### config.mk
export PLATFORM = sky130hd
export DESIGN_NAME = spi_reg_ctrl
export DESIGN_NICKNAME = d
export VERILOG_FILES = /design/src/rtl/spi_reg_ctrl.sv
export SDC_FILE = /design/constraint.sdc
export NUM_CORES = 1
export LEC_CHECK = 0
export ABC_CLOCK_PERIOD_IN_PS = 4490
export BUFFER_PORTS_ARGS = -buffer_cell sky130_fd_sc_hd__buf_4
export CAP_MARGIN = 10
export CORE_ASPECT_RATIO = 0.5
export CORE_UTILIZATION = 26
export DETAILED_ROUTE_END_ITERATION = 12
export SETUP_SLACK_MARGIN = 0.4
export SLEW_MARGIN = 5
export SYNTH_ARGS = -nofsm -noshare
export SYNTH_HDL_FRONTEND = slang
export SYNTH_SLANG_ARGS = --single-unit
export TNS_END_PERCENT = 1
### constraint.sdc
create_clock -name sysClk -period 4.49 [get_ports sysClk]
set_input_delay 0.6735 -clock sysClk [delete_from_list [all_inputs] [get_ports sysClk]]
set_output_delay 0.6735 -clock sysClk [all_outputs]
set_load 0.03 [all_outputs]
### src/rtl/spi_reg_ctrl.sv
// spi_reg_ctrl: turns the SPI byte stream into register-bus transactions
// Byte 0 is {rw, addr}; later bytes are write data or read dummies.
module spi_reg_ctrl #(
  parameter int ADDR_W = 7,
  parameter bit AUTO_INC = 1'b1,
  parameter logic [7:0] STATUS_BYTE = 8'hA5
) (
  input  logic              sysClk,
  input  logic              usrReset,
  input  logic              SS,
  input  logic              rxValid,
  input  logic [7:0]        rx,
  output logic [7:0]        tx,
  output logic [ADDR_W-1:0] regAddr,
  output logic [7:0]        regWrData,
  output logic              regWe,
  output logic              regRe,
  input  logic [7:0]        regRdData,
  output logic              busy,
  output logic              msgDone
);
  typedef enum logic [2:0] {IDLE, CMD, WRITE, RD_WAIT, READ} state_t;
  localparam logic [ADDR_W-1:0] INC = ADDR_W'(AUTO_INC);
  state_t state, state_n;
  logic [2:0] ss_r;
  logic ss_fall, ss_rise, we_n, re_n, done_n, re_d;
  logic [ADDR_W-1:0] addr, addr_n, ra_n;
  logic [7:0] tx_n, wd_n;
  assign busy    = ~ss_r[1];
  assign ss_fall = ss_r[2:1] == 2'b10;
  assign ss_rise = ss_r[2:1] == 2'b01;
  always_ff @(posedge sysClk or posedge usrReset)
    if (usrReset) begin
      ss_r      <= 3'b111;
      state     <= IDLE;
      addr      <= '0;
      tx        <= STATUS_BYTE;
      regAddr   <= '0;
      regWrData <= '0;
      regWe     <= 1'b0;
      regRe     <= 1'b0;
      re_d      <= 1'b0;
      msgDone   <= 1'b0;
    end else begin
      ss_r      <= {ss_r[1:0], SS};
      state     <= state_n;
      addr      <= addr_n;
      tx        <= tx_n;
      regAddr   <= ra_n;
      regWrData <= wd_n;
      regWe     <= we_n;
      regRe     <= re_n;
      re_d      <= regRe;
      msgDone   <= done_n;
    end
  // Strobes are registered from the rxValid cycle, so a byte landing with ss_rise still completes.
  always_comb begin
    state_n = state;
    addr_n  = addr;
    ra_n    = regAddr;
    wd_n    = regWrData;
    tx_n    = tx;
    we_n    = 1'b0;
    re_n    = 1'b0;
    done_n  = 1'b0;
    case (state)
      IDLE: tx_n = STATUS_BYTE;
      CMD:
        if (regRe) state_n = RD_WAIT;
        else if (rxValid) begin
          addr_n  = rx[ADDR_W-1:0];
          ra_n    = addr_n;
          re_n    = rx[7];
          state_n = rx[7] ? CMD : WRITE;
        end
      WRITE:
        if (rxValid) begin
          we_n   = 1'b1;
          wd_n   = rx;
          ra_n   = addr;
          addr_n = addr + INC;
        end
      RD_WAIT: begin
        tx_n    = regRdData;
        state_n = READ;
      end
      READ: begin
        tx_n = re_d ? regRdData : tx;
        if (rxValid) begin
          addr_n = addr + INC;
          ra_n   = addr_n;
          re_n   = 1'b1;
        end
      end
      default: state_n = IDLE;
    endcase
    if (ss_rise) begin
      state_n = IDLE;
      tx_n    = STATUS_BYTE;
      done_n  = state == WRITE || state == RD_WAIT || state == READ;
    end else if (ss_fall) state_n = CMD;
  end
endmodule

==> results of run 1 <==
## cell families (layout without fill, tap and decap cells)
logic type	after synthesis	after routing
flip-flops	40	40
multiplexers	12	12
AO/OA/AOI/OAI	55	55
AND/OR/NAND/NOR	60	60
buffers and inverters	16	60
XOR/XNOR	4	4
adder cells (fa/ha/maj)	3	3
## where the power goes
part | switching [uW] | internal [uW] | leakage, uW
sequential | 111 | 473 | 0.000484
combinational | 337 | 245 | 0.000544
clock | 139 | 219 | 0.0000766
total | 587 | 937 | 0.00110
## registers in the layout, indices dropped and copies added, names as in the netlist
register,flops
regWrData,8
tx,8
addr,7
regAddr,7
ss_r,3
state,3
msgDone,1
re_d,1
regRe,1
regWe,1
## cell type report
cell class	count	area, sq um	area share [%]
Timing Repair Buffer	47	353	13.9
Clock buffer	6	139	5.45
Tap cell	96	120	4.72
Multi-Input combinational cell	134	896	35.2
Clock inverter	2	10.0	0.393
Sequential cell	40	1010	39.7
Inverter	5	18.8	0.737
## routing by layer
| layer | routed length (um) | share of wire, % | track usage [%] | vias up |
|---|---|---|---|---|
| met5 | 0 | 0 | 0 | - |
| met4 | 24 | 0.50 | 3.66 | 0 |
| met3 | 260 | 5.4 | 4.84 | 2 |
| met2 | 2290 | 48 | 20.0 | 35 |
| met1 | 2210 | 46 | 16.0 | 798 |
| li1 | - | - | - | 774 |
## through the flow
stage | utilization [%] | hold slack (ns) | cell area, sq um | instances | total power (uW)
after floorplan | - | 0.345 | 1970 | 190 | 966
after global placement | 32.6 | 0.348 | 2400 | 322 | 1150
after detailed placement | 32.6 | 0.349 | 2400 | 322 | 1170
after CTS | 34.6 | 0.357 | 2550 | 330 | 1530
after global routing | 34.6 | 0.358 | 2550 | 330 | 1610
final | 34.6 | 0.356 | 2550 | 330 | 1520
## placed cells by master (no fill, tap or decap), drive strengths merged, types with 3 or more instances in the layout
cell / n
ha: 3
clkbuf: 6
mux2i: 3
nor2b: 7
nor3b: 4
o22a: 7
nand2b: 3
nor2: 15
a22oi: 4
mux2: 9
a31oi: 3
a21oi: 6
nand2: 16
buf: 47
o22ai: 3
nand3: 5
a22o: 5
dfrtp: 33
dfstp: 7
inv: 5
o21ai: 16
## critical path: cells and delay by family, from the launching register on
family	cells	cell delay (ns)
compound gates	3	0.97
flops	1	0.81
simple gates	1	0.44
## path summary, 6_finish.rpt
kind | slack (ns) | end | from | cells past startpoint
worst max-delay path | 2.14 | addr[5] | state[0] | 4
worst max register to register | 2.14 | addr[5] | state[0] | 4
worst min-delay path | 0.36 | ss_r[1] | ss_r[0] | 0
worst min register to register | 0.36 | ss_r[1] | ss_r[0] | 0
min in group asynchronous | 0.52 | regRe | usrReset | 3
max in group asynchronous | 3.62 | ss_r[2] | usrReset | 3
==> run metrics, run 1 <==
Setup Crit Path Kind=reg2reg; maximum VDD drop=0.183 mV; Critical Path Start Type=register; GRT overflow=0; worst path cell trace=nor4b_2 > a22o_1 > o21ai_0 > a22o_1; Initial Util=26.9%; Max Slew Vio Count=0; skew final=0.00638 ns; # Max-Cap Violations=0; Data required, critical path=4.66 ns; dpl hpwl=3.42 mm; Die X=125 um; number of setup buffers added after CTS=0; adder-cell share of the synthesized area=1.90%; H-tree levels=2; share of cells above drive strength 1=31.2%; Synth top area share=41.8%; fillers=724; Std-Cell Core Area=0.00735 sq mm; period utilization=52.3%; CP max FO=25; height of the die=63.6 um; Synth cell types=44; vias in the first global route=1490; CTS Sinks=40; global-route wire length before repair=7.69 mm; number of flops mapped to enable cells by yosys=0; pin count of the biggest net entering global routing=41; GPL Wtd Cong=0.778; syn_area_per_cell=10.4 sq um; DRT iter0 DRCs=82; post-synthesis xor/xnor area fraction=1.77%; detailed-router iteration count before antenna repair=6; multiplexer share of the synthesized area=6.65%; number of diodes=0; drt via density=4.88; Commonest cells post-synth=33 x dfrtp_1, 16 x nand2_1, 16 x o21ai_0; count leader, synth=dfrtp_1; TritonCTS buffer count=5; Hold Vio Cnt, Final=0; post-synth top area cell=dfrtp_1; Cell Rows=22; CP Capture Type=register; synth warn=0; worst-skew pair later-pin latency=0.28 ns; PwrDens=598 mW/mm^2; largest family of logic cells by synthesized area=compound AO/OA/AOI/OAI gates; Nets=256; WL final=4.79 mm; setup_tns=0 ns; PnR worst setup slack=2.14 ns; Pleak=0.00110 uW; hold_buf cts=0; die area=0.00797 sq mm; Root Buffer Master=clkbuf_16; asr flop ratio synth=100%; predominant post-synthesis flop cell=dfrtp_1; largest cells by area after synthesis=dfrtp_1 42%, dfstp_2 9.3%, mux2_2 5.1%, o21ai_0 4.1%, o22a_1 3.1%; via count=1609; Mapped Nets=213; GRT Total Usage=12.6%; outcome=completed; Reg clk slew, reported paths=0.06 ns; num ports=47; # port buffers=46; worst path arrival time=2.52 ns; Slowest Stage Delay on Critical Path=0.81 ns; max_slew headroom=51.0%; post-synthesis register bit count=40; CTS tree=built; Mapped Area=0.00197 sq mm; Crit-path slowest cell=dfrtp_1; simple-gate share of the synthesized area=16.0%; initial antenna violation count=0; worst-case clock buffer depth=2; Area Growth Syn to Fin=29.0%; Synth Area in Compound Gates=19.0%; Max Clk Rate=426 MHz; RSZ-0062 raised after global routing=no; post-CTS resize count=0; worst-margin pin slew=0.736 ns; pre-CTS setup slack=2.17 ns; wire per inst=14.5 um; register area share after synthesis=51.1%; Remaining DRCs=0; Post-Syn Instances=190; setup violators final=0; Worst Hold Class=reg2reg; Period minus WS final=2.35 ns; Top cell by count, worst path=a22o_1; Detail Route Antenna Nets=0
(Power assumes the default switching activity.)
==> run 2, diff against run 1 <==
--- a/config.mk
+++ b/config.mk
@@ -5,7 +5,7 @@
 export SDC_FILE = /design/constraint.sdc
 export NUM_CORES = 1
 export LEC_CHECK = 0
-export ABC_CLOCK_PERIOD_IN_PS = 4490
+export ABC_CLOCK_PERIOD_IN_PS = 1900
 export BUFFER_PORTS_ARGS = -buffer_cell sky130_fd_sc_hd__buf_4
 export CAP_MARGIN = 10
 export CORE_ASPECT_RATIO = 0.5
==> constraint.sdc (replaced) <==
create_clock -name sysClk -period 1.9 [get_ports sysClk]
set_input_delay 0.285 -clock sysClk [delete_from_list [all_inputs] [get_ports sysClk]]
set_output_delay 0.285 -clock sysClk [all_outputs]
set_load 0.03 [all_outputs]
==> run 2 against run 1 <==
The flow now finishes with violations (design-rule violations); global-route usage increased by 0.35 points; non-clock buffer count increased by 18; critical path type unchanged; critical path depth did not move; register-to-register slack got worse by 1.9 ns; power rose to 2.7 times the previous value; highest routed layer unchanged; sequential cell count did not move; clock power rose to 3.4 times the previous value; hold slack got worse by 0.32 ns; clock skew barely moved.
==> run metrics, run 2 (synthesized netlist as in run 1, its figures left out) <==
flop2flop setup slack=0.22 ns; Hold Vio Cnt, Final=0; setup_tns=0 ns; Reg clk slew, reported paths=0.06 ns; TritonCTS buffer count=5; Worst Hold Class=in2async; die area=0.00797 sq mm; RR Startpoint=state[2]; Regs by FF count=regWrData: 8 flops, tx: 8 flops; vias in the first global route=1676; CP max FO=6; H-tree levels=2; worst-skew pair later-pin latency=0.28 ns; Max Clk Rate=595 MHz; hold_buf cts=0; max_slew headroom=65.1%; worst-margin pin slew=0.523 ns; number of diodes=0; P_int=2680 uW; PwrDens=1470 mW/mm^2; initial antenna violation count=0; CTS Sinks=40; pin count of the biggest net entering global routing=29; most frequent cells in the layout=64 x buf_4, 30 x dfrtp_1, 16 x nand2_1; # port buffers=46; DRT iter0 DRCs=58; share of cells above drive strength 1=40.1%; # Max-Cap Violations=0; Root Buffer Master=clkbuf_16; via count=1699; GPL Wtd Cong=0.785; Nets=274; clock share of power=29.6%; wire per inst=14.4 um; FF-to-FF End=regAddr[6]; height of the die=63.6 um; setup violators final=0; Remaining DRCs=2; sequential share of power=32.5%; Die X=125 um; Data required, critical path=2.07 ns; Max Slew Vio Count=0; Std-Cell Core Area=0.00735 sq mm; num ports=47; dpl hpwl=3.62 mm; routed length on met1=2.19 mm; failing checks=design-rule violations; WL final=5.03 mm; Initial Util=26.9%; GRT overflow=0; Pleak=0.00124 uW; PnR worst setup slack=0.219 ns; met2 routed WL=2.46 mm; RSZ-0062 raised after global routing=yes; outcome=finished, violations left; maximum VDD drop=0.420 mV; Critical Path Start Type=register; met3 wire length=282 um; Period minus WS final=1.68 ns; P_sw=1420 uW; Comb pwr share=37.8%; Area Growth Syn to Fin=41.8%; Highest Signal Layer=met4; worst path arrival time=1.85 ns; Setup Crit Path Kind=reg2reg; GRT Total Usage=13.0%; Reg2Reg Depth=4; pre-CTS setup slack=0.109 ns; switching share of total power=34.7%; period utilization=88.5%; skew final=0.00619 ns; worst-case clock buffer depth=2; CP Capture Type=register; detailed-router iteration count before antenna repair=8; Cell Rows=22; commonest non-fill, non-tap cell in the layout=buf_4; drt via density=4.88; critical path startpoint=state[2]; Detail Route Antenna Nets=0; CTS tree=built; global-route wire length before repair=8.09 mm
==> run 2: per-stage QoR <==
stage | cells | hold slack (ns) | util (%) | total power [uW] | cell area [sq um]
floorplan | 190 | 0.289 | - | 2290 | 1980
global placement | 336 | 0.347 | 34.3 | 2820 | 2520
detailed placement | 336 | 0.347 | 34.3 | 2850 | 2520
CTS | 347 | 0.0589 | 37.8 | 4120 | 2780
global route | 348 | 0.0855 | 38.1 | 4320 | 2800
finish | 348 | 0.0399 | 38.1 | 4100 | 2800
==> run 2: final cells by class <==
class	instances	area, sq um
clock inverter	3	90.1
timing repair buffer	65	500
multi-input combinational	134	931
fill	728	4550
inverter	5	18.8
clock buffer	5	125
sequential	40	1010
tap	96	120
==> run 2: worst max-delay path by stage <==
stage | endpoint | slack (ns)
6_report | regAddr[6] | 0.22
2_1_floorplan | regAddr[6] | 0.23
3_5_place_dp | regAddr[6] | 0.11
4_1_cts | regAddr[6] | 0.25
3_3_place_gp | regAddr[6] | 0.17
5_1_grt | addr[4] | 0.17
==> run 2: metal layers <==
layer / global-route usage, % / vias to the layer above
met3: 3.82 / 11
met2: 22.0 / 57
met1: 15.6 / 819
met4: 5.18 / 0
li1: - / 812
met5: 0 / -
==> run 2: critical path: stages, from the launching register on <==
cell	delay (ns)
dfrtp_2	0.45
or4b_4	0.57
o22ai_2	0.12
nand3_1	0.10
o32a_1	0.33
==> run 2: power by group through the flow <==
stage               clock, uW  combinational, uW  sequential (uW)
detailed placement          0               1500             1340
global route             1280               1670             1370
floorplan                   0                641             1650
global placement            0               1480             1330
finish                   1220               1550             1330
CTS                      1240               1550             1330
==> run 2: timing repair <==
item,in CTS,in global routing
endpoints found under the setup margin,30,31
gates resized for setup,7,3
pin swaps,4,1
buffers inserted,3,1
cloned,0,0
